## src/rtl/mem_port_arbiter.sv

```systemverilog
// Shares one single-ported memory between instruction fetch and data access.
// Optional busy timeout is enabled by defining MEM_TIMEOUT_EN.
//
// state  | meaning
// IDLE   | no access in flight; grant data, fetch or nothing this cycle
// F_BUSY | fetch strobe on the memory, waiting for mem_ready
// D_BUSY | load/store strobe on the memory, waiting for mem_ready
module mem_port_arbiter #(
  parameter int ADDR_W    = 8,
  parameter int DATA_W    = 8,
  parameter int MAX_DEFER = 2,
  parameter int TIMEOUT   = 15
) (
  input  logic              clock,
  input  logic              reset,
  input  logic              if_req,
  input  logic [ADDR_W-1:0] if_addr,
  output logic              if_done,
  output logic [DATA_W-1:0] if_rdata,
  output logic              if_stall,
  input  logic              d_req,
  input  logic              d_we,
  input  logic [ADDR_W-1:0] d_addr,
  input  logic [DATA_W-1:0] d_wdata,
  output logic              d_done,
  output logic [DATA_W-1:0] d_rdata,
  output logic              d_stall,
  output logic              err,
  output logic [ADDR_W-1:0] mem_addr,
  output logic              mem_rd,
  output logic              mem_wr,
  output logic [DATA_W-1:0] mem_wdata,
  input  logic [DATA_W-1:0] mem_rdata,
  input  logic              mem_ready
);

  localparam int DEF_W = $clog2(MAX_DEFER + 1);
  localparam logic [DEF_W-1:0] DEFER_MAX = DEF_W'(MAX_DEFER);

  if (MAX_DEFER < 1 || TIMEOUT < 1) begin : g_bad_param
    $error("mem_port_arbiter: MAX_DEFER and TIMEOUT must both be >= 1");
  end

  typedef enum logic [1:0] {IDLE, F_BUSY, D_BUSY} state_t;

  state_t              state_q, state_d;
  logic [ADDR_W-1:0]   mem_addr_q, mem_addr_d;
  logic [DATA_W-1:0]   mem_wdata_q, mem_wdata_d;
  logic                mem_rd_q, mem_rd_d;
  logic                mem_wr_q, mem_wr_d;
  logic                if_done_q, if_done_d;
  logic                d_done_q, d_done_d;
  logic [DATA_W-1:0]   if_rdata_q, if_rdata_d;
  logic [DATA_W-1:0]   d_rdata_q, d_rdata_d;
  logic [DEF_W-1:0]    defer_q, defer_d;
  logic                finish, abort;
  logic [DATA_W-1:0]   rdata_in;

`ifdef MEM_TIMEOUT_EN
  localparam int TMO_W = $clog2(TIMEOUT + 1);
  logic [TMO_W-1:0]    tmo_q, tmo_d;
  logic                err_q, err_d;
`endif

  always_comb begin
    state_d     = state_q;
    mem_addr_d  = mem_addr_q;
    mem_wdata_d = mem_wdata_q;
    mem_rd_d    = mem_rd_q;
    mem_wr_d    = mem_wr_q;
    if_done_d   = 1'b0;
    d_done_d    = 1'b0;
    if_rdata_d  = if_rdata_q;
    d_rdata_d   = d_rdata_q;
    defer_d     = defer_q;
    finish      = 1'b0;
    abort       = 1'b0;
    rdata_in    = mem_rdata;
`ifdef MEM_TIMEOUT_EN
    tmo_d       = tmo_q;
    err_d       = 1'b0;
`endif
    case (state_q)
      IDLE: begin
        // Fetch wins when starved, or when data is not asking.
        if (if_req && (defer_q == DEFER_MAX || !d_req)) begin
          state_d    = F_BUSY;
          mem_addr_d = if_addr;
          mem_rd_d   = 1'b1;
          mem_wr_d   = 1'b0;
          defer_d    = '0;
        end else if (d_req) begin
          state_d     = D_BUSY;
          mem_addr_d  = d_addr;
          mem_wdata_d = d_wdata;
          mem_wr_d    = d_we;
          mem_rd_d    = !d_we;
          if (if_req && defer_q != DEFER_MAX) defer_d = defer_q + 1'b1;
        end
`ifdef MEM_TIMEOUT_EN
        tmo_d = TMO_W'(TIMEOUT);
`endif
      end
      default: begin
        if (mem_ready) begin
          finish = 1'b1;
`ifdef MEM_TIMEOUT_EN
        end else if (tmo_q == TMO_W'(1)) begin
          finish = 1'b1;
          abort  = 1'b1;
        end else begin
          tmo_d = tmo_q - 1'b1;
`endif
        end
        if (finish) begin
          state_d  = IDLE;
          mem_rd_d = 1'b0;
          mem_wr_d = 1'b0;
          if (abort) rdata_in = '0;
          if (state_q == F_BUSY) begin
            if_done_d  = 1'b1;
            if_rdata_d = rdata_in;
          end else begin
            d_done_d = 1'b1;
            if (mem_rd_q) d_rdata_d = rdata_in;
          end
`ifdef MEM_TIMEOUT_EN
          err_d = abort;
`endif
        end
      end
    endcase
  end

  always_ff @(posedge clock or posedge reset) begin
    if (reset) begin
      state_q     <= IDLE;
      mem_addr_q  <= '0;
      mem_wdata_q <= '0;
      mem_rd_q    <= 1'b0;
      mem_wr_q    <= 1'b0;
      if_done_q   <= 1'b0;
      d_done_q    <= 1'b0;
      if_rdata_q  <= '0;
      d_rdata_q   <= '0;
      defer_q     <= '0;
`ifdef MEM_TIMEOUT_EN
      tmo_q       <= '0;
      err_q       <= 1'b0;
`endif
    end else begin
      state_q     <= state_d;
      mem_addr_q  <= mem_addr_d;
      mem_wdata_q <= mem_wdata_d;
      mem_rd_q    <= mem_rd_d;
      mem_wr_q    <= mem_wr_d;
      if_done_q   <= if_done_d;
      d_done_q    <= d_done_d;
      if_rdata_q  <= if_rdata_d;
      d_rdata_q   <= d_rdata_d;
      defer_q     <= defer_d;
`ifdef MEM_TIMEOUT_EN
      tmo_q       <= tmo_d;
      err_q       <= err_d;
`endif
    end
  end

  assign mem_addr  = mem_addr_q;
  assign mem_wdata = mem_wdata_q;
  assign mem_rd    = mem_rd_q;
  assign mem_wr    = mem_wr_q;
  assign if_done   = if_done_q;
  assign d_done    = d_done_q;
  assign if_rdata  = if_rdata_q;
  assign d_rdata   = d_rdata_q;
  assign if_stall  = if_req & ~if_done_q;
  assign d_stall   = d_req & ~d_done_q;
`ifdef MEM_TIMEOUT_EN
  assign err = err_q;
`else
  assign err = 1'b0;
`endif

endmodule

```

## config.mk

```make
export PLATFORM = sky130hd
export DESIGN_NAME = mem_port_arbiter
export DESIGN_NICKNAME = d
export VERILOG_FILES = /design/src/rtl/mem_port_arbiter.sv
export SDC_FILE = /design/constraint.sdc
export NUM_CORES = 1
export LEC_CHECK = 0
export CAP_MARGIN = 20
export CORE_ASPECT_RATIO = 0.9
export CORE_MARGIN = 4
export CORE_UTILIZATION = 30
export DETAILED_ROUTE_END_ITERATION = 10
export HOLD_SLACK_MARGIN = 0.02
export MAX_ROUTING_LAYER = met4
export SETUP_SLACK_MARGIN = 0.4
export SYNTH_ARGS = -nofsm -noshare
export SYNTH_HDL_FRONTEND = slang
export SYNTH_SLANG_ARGS = --single-unit
export TNS_END_PERCENT = 1
```

## constraint.sdc

```tcl
create_clock -name clock -period 3.6 [get_ports clock]
set_input_delay 0.72 -clock clock [delete_from_list [all_inputs] [get_ports clock]]
set_output_delay 0.72 -clock clock [all_outputs]
set_load 0.02 [all_outputs]
```

# Yosys cells after proc, flatten, opt, wreduce, memory -nomap -nowiden
# Index checks and enable logic that the tools add are counted.
dict set report totals {
  regBits 40
  out_inout_bits 39
  elab_cells 61
}
dict set report classes {
  bitwise 7
  n_reduce_logical 15
  add_sub_neg 1
  muxes 24
  n_eq_ne 4
}
# operator n
set ops {}
lappend ops {{$mux 8} 2}
lappend ops {{$mux 1} 15}
lappend ops {{$mux 2} 7}
lappend ops {{$reduce_and 3->1} 3}
lappend ops {{$reduce_bool 2->1} 3}
lappend ops {{$not 1->1} 5}
lappend ops {{$reduce_and 2->1} 2}
lappend ops {{$reduce_and 4->1} 1}
lappend ops {{$ne 3x3->1 const B} 1}
lappend ops {{$add 2x1->2 const B} 1}
lappend ops {{$and 1x1->1} 2}
lappend ops {{$eq 2x1->1 const B} 1}
lappend ops {{$eq 2x2->1 const B} 1}
lappend ops {{$logic_and 1x1->1} 2}
lappend ops {{$logic_not 1->1} 2}
lappend ops {{$logic_not 2->1} 1}
lappend ops {{$ne 2x2->1 const B} 1}
lappend ops {{$logic_or 1x1->1} 1}

# Depth between registers and ports, before layout
dict set report depth {
  ltp_word 5
  mapped_depth 6
  depth_no_buf 5
}

# Worst setup path before layout
# No wires, ideal clock.
dict set report synth_timing {
  path_type {input port to output port}
  startpoint {input port if_req}
  endpoint {output port if_stall}
  n_path_buf 0
  cell_stages 2
  path_slack_ns 1.779
  t_required_ns 2.880
  t_arrival_ns 1.101
  cell_sequence {inv_1 -> nor2_1}
}
dict set report synth_via {
  elab_chain_cells 1
}
# element line
set synth_rtl {}
lappend synth_rtl {{from (decl)} 16} ;# input logic if_req,
lappend synth_rtl {{$and 1x1->1} 177} ;# assign if_stall = if_req & ~if_done_q;
lappend synth_rtl {{to (decl)} 20} ;# output logic if_stall,
# Every way passes these cells.

# Final worst setup path
# Ends and elaborated chain as after synthesis.

==> impl_metrics.toml <==
[run_status]
run_status = "finished, final reports clean"

[setup_path]
reg2reg_slack_ns = 1.81
endpoint = "if_stall"
reg2reg_to = "mem_wdata[4]"
critical_path_class = "input port to output pin"
endpoint_kind = "output pin"
required_ns = 2.88
rr_startpoint = "state_q[0]"
worstRegToRegCells = 3
crit_fanout = 9
cp-startpoint = "if_req"
cp_data_arrival_time_ns = 2.07
start_kind = "input port"

[detailed_routing]
via_count = 1304
drt_drc_violations_left = 0
drtIter0Drc = 62
top_layer = "met4"
wirelength_mm = 4.22
viasPerCell = 4.66
wl_met1_mm = 1.97
wl_per_cell_um = 15.1
wl_met3_um = 393
wl_met2_mm = 1.84
drt-pass1-iter-count = 4
antenna_left = 0

[logic_synthesis]
synth_edf_count = 0
synthFlopType = "dfrtp_1"
ys_ff_latch = 40
async_reset_ff_frac = 1.00
synthCells = 135
synth_top_area_frac = 0.591
syn_nets = 174
yosys.area.top_type = "dfrtp_1"
synth.area.top_cells = "dfrtp_1, mux2_2, o21ai_0"
avgSynthCellArea_um2 = 12.5
synth_area_mm2 = 0.00169
seq_area_frac_synth = 0.591
ys_types = 31
yosysWarnings = 0

[cells_and_area]
fillers = 528
drive_gt1_frac = 0.183
final_nets = 252
final_cell_count_no_fill = 280
final_util = 0.485
antenna_cells = 0
area_growth_pct = 53.2

[clock_network]
cts_resized = 0
clkLatencyLatePin_ns = 0.28
cts.sinks = 40
postCtsHoldBufs = 0
cts_tree = "built"
cts_setup_buffers = 0
cts_root_buffer = "clkbuf_8"
h-tree-depth = 2
clock_path_buffers = 2
cts_made_buffers = 5
clkTransAtPathRegs_ns = 0.08

[timing]
rsz0062_at_grt = "false"
fin_crit_sh = 0.775
tightestPinTransition_ns = 0.648
max_freq_ghz = 0.359
finalSetupViolations = 0
setup_ws_ns = 0.811
drv_slew = 0
fin_skew_ns = 0.00545
period_needed_ns = 2.79
final_hold_viol_count = 0
tns_ns = 0
relSlewSlack = 0.566

[power_and_ir_drop]
ir_worst_vdd_uv = 407
pwr-share-comb = 0.502
cellPowerDensity_mw_per_mm2 = 855
power.switching_uw = 801
swShare = 0.361
clockPowerShare = 0.143
seqPwrFrac = 0.355
p_leak_nw = 1.09
power_mw = 2.22
p_int_mw = 1.42

[placed_design]
dp_cells = 273
hpwl_mm = 3.15
place.gp.congestion = 0.696
port_buffers = 75
pre_cts_ws_ns = 0.773

[global_route]
grt_use_total = 0.129
grt_pass1_vias = 1337
antenna_found_initial = 0
grt_overflow_total = 0
grt_pass1_wl_mm = 6.73
grt_max_degree = 23

[floorplanning]
boundaryPins = 77
start_util = 0.317
core_area_mm2 = 0.00535
fp.dieW_um = 87.2
die-area_mm2 = 0.00691
rows = 25
dieHeight_um = 79.3

[flow_run]
maxCapViolCount = 0

[worst_hold_path]
worstHoldPathType = "flop to flop"
[kinds of logic (layout without fill, tap and decap cells)]
group | count (synthesis) | after routing | synth area share
AO/OA/AOI/OAI | 29 | 29 | 0.105
adder cells (fa/ha/maj) | 1 | 1 | 0.00738
buffers and inverters | 14 | 92 | 0.0436
flip-flops | 40 | 40 | 0.591
multiplexers | 25 | 25 | 0.165
other | 1 | 1 | 0.00221
AND/OR/NAND/NOR | 25 | 25 | 0.0857
[worst min path at each step]
stage | start | to | slack [ns] | cells after the start
2_1_floorplan | defer_q[1] | defer_q[1] | 0.45 | 2
3_3_place_gp | defer_q[1] | defer_q[1] | 0.47 | 2
3_5_place_dp | defer_q[1] | defer_q[1] | 0.48 | 2
4_1_cts | defer_q[1] | defer_q[1] | 0.50 | 2
5_1_grt | defer_q[1] | defer_q[1] | 0.52 | 2
6_report | defer_q[1] | defer_q[1] | 0.49 | 2
[cell type report]
type | instances | area, µm² | area share
repair buffers | 77 | 766 | 0.295
well taps | 67 | 83.8 | 0.0323
inverters | 8 | 30.0 | 0.0116
flip-flops and latches | 40 | 1000 | 0.386
multi-input cells | 81 | 619 | 0.239
clock buffers | 7 | 96.3 | 0.0371
[cells in the mapped netlist, types with 2 or more instances]
master / number
o21ai_0: 10
inv_1: 8
buf_6: 2
nand3_1: 8
mux2_2: 24
nand2_1: 4
nand3_2: 2
dfrtp_1: 40
a31oi_1: 7
nor2b_1: 2
buf_2: 2
a21oi_1: 7
[layer usage]
layer / vias up / GRT usage
li1: 635 / -
met1: 601 / 0.181
met2: 65 / 0.184
met3: 3 / 0.0373
met4: 0 / 0.0322
met5: - / -
[per-stage QoR]
stage / area, µm² / hold WS [ns]
2_1_floorplan: 1690 / 0.452
5_1_grt: 2600 / 0.521
6_report: 2600 / 0.492
3_5_place_dp: 2500 / 0.482
4_1_cts: 2600 / 0.502
3_3_place_gp: 2500 / 0.470
[power groups by stage]
stage / logic, mW / clock network (mW) / registers, mW
floorplan: 0.375 / 0 / 1.03
global route: 1.19 / 0.345 / 0.821
detailed placement: 1.13 / 0 / 0.793
finish: 1.11 / 0.317 / 0.789
CTS: 1.13 / 0.331 / 0.790
global placement: 1.12 / 0 / 0.794
[cells in the final DEF, fill, tap and decap left out, types with 2 or more instances in the layout]
master,count
clkbuf_8,7
clkdlybuf4s50_1,75
nand2_1,4
a31oi_1,7
o21ai_0,10
nor2b_1,2
dfrtp_1,40
buf_4,2
nand3_1,8
inv_1,7
a21oi_1,7
nand3_2,2
mux2_2,24
[worst max-delay path, cell delays in order]
cell             delay [ns]
clkdlybuf4s50_1        0.47
inv_1                  0.13
nor2_1                 0.13
clkdlybuf4s50_1        0.62
[registers in the layout (all words and copies together), names as in the netlist]
register,count
d_rdata,8
if_rdata,8
mem_addr,8
mem_wdata,8
defer_q,2
state_q,2
d_done,1
if_done,1
mem_rd,1
mem_wr,1
Power figures use the tool's default switching activity.
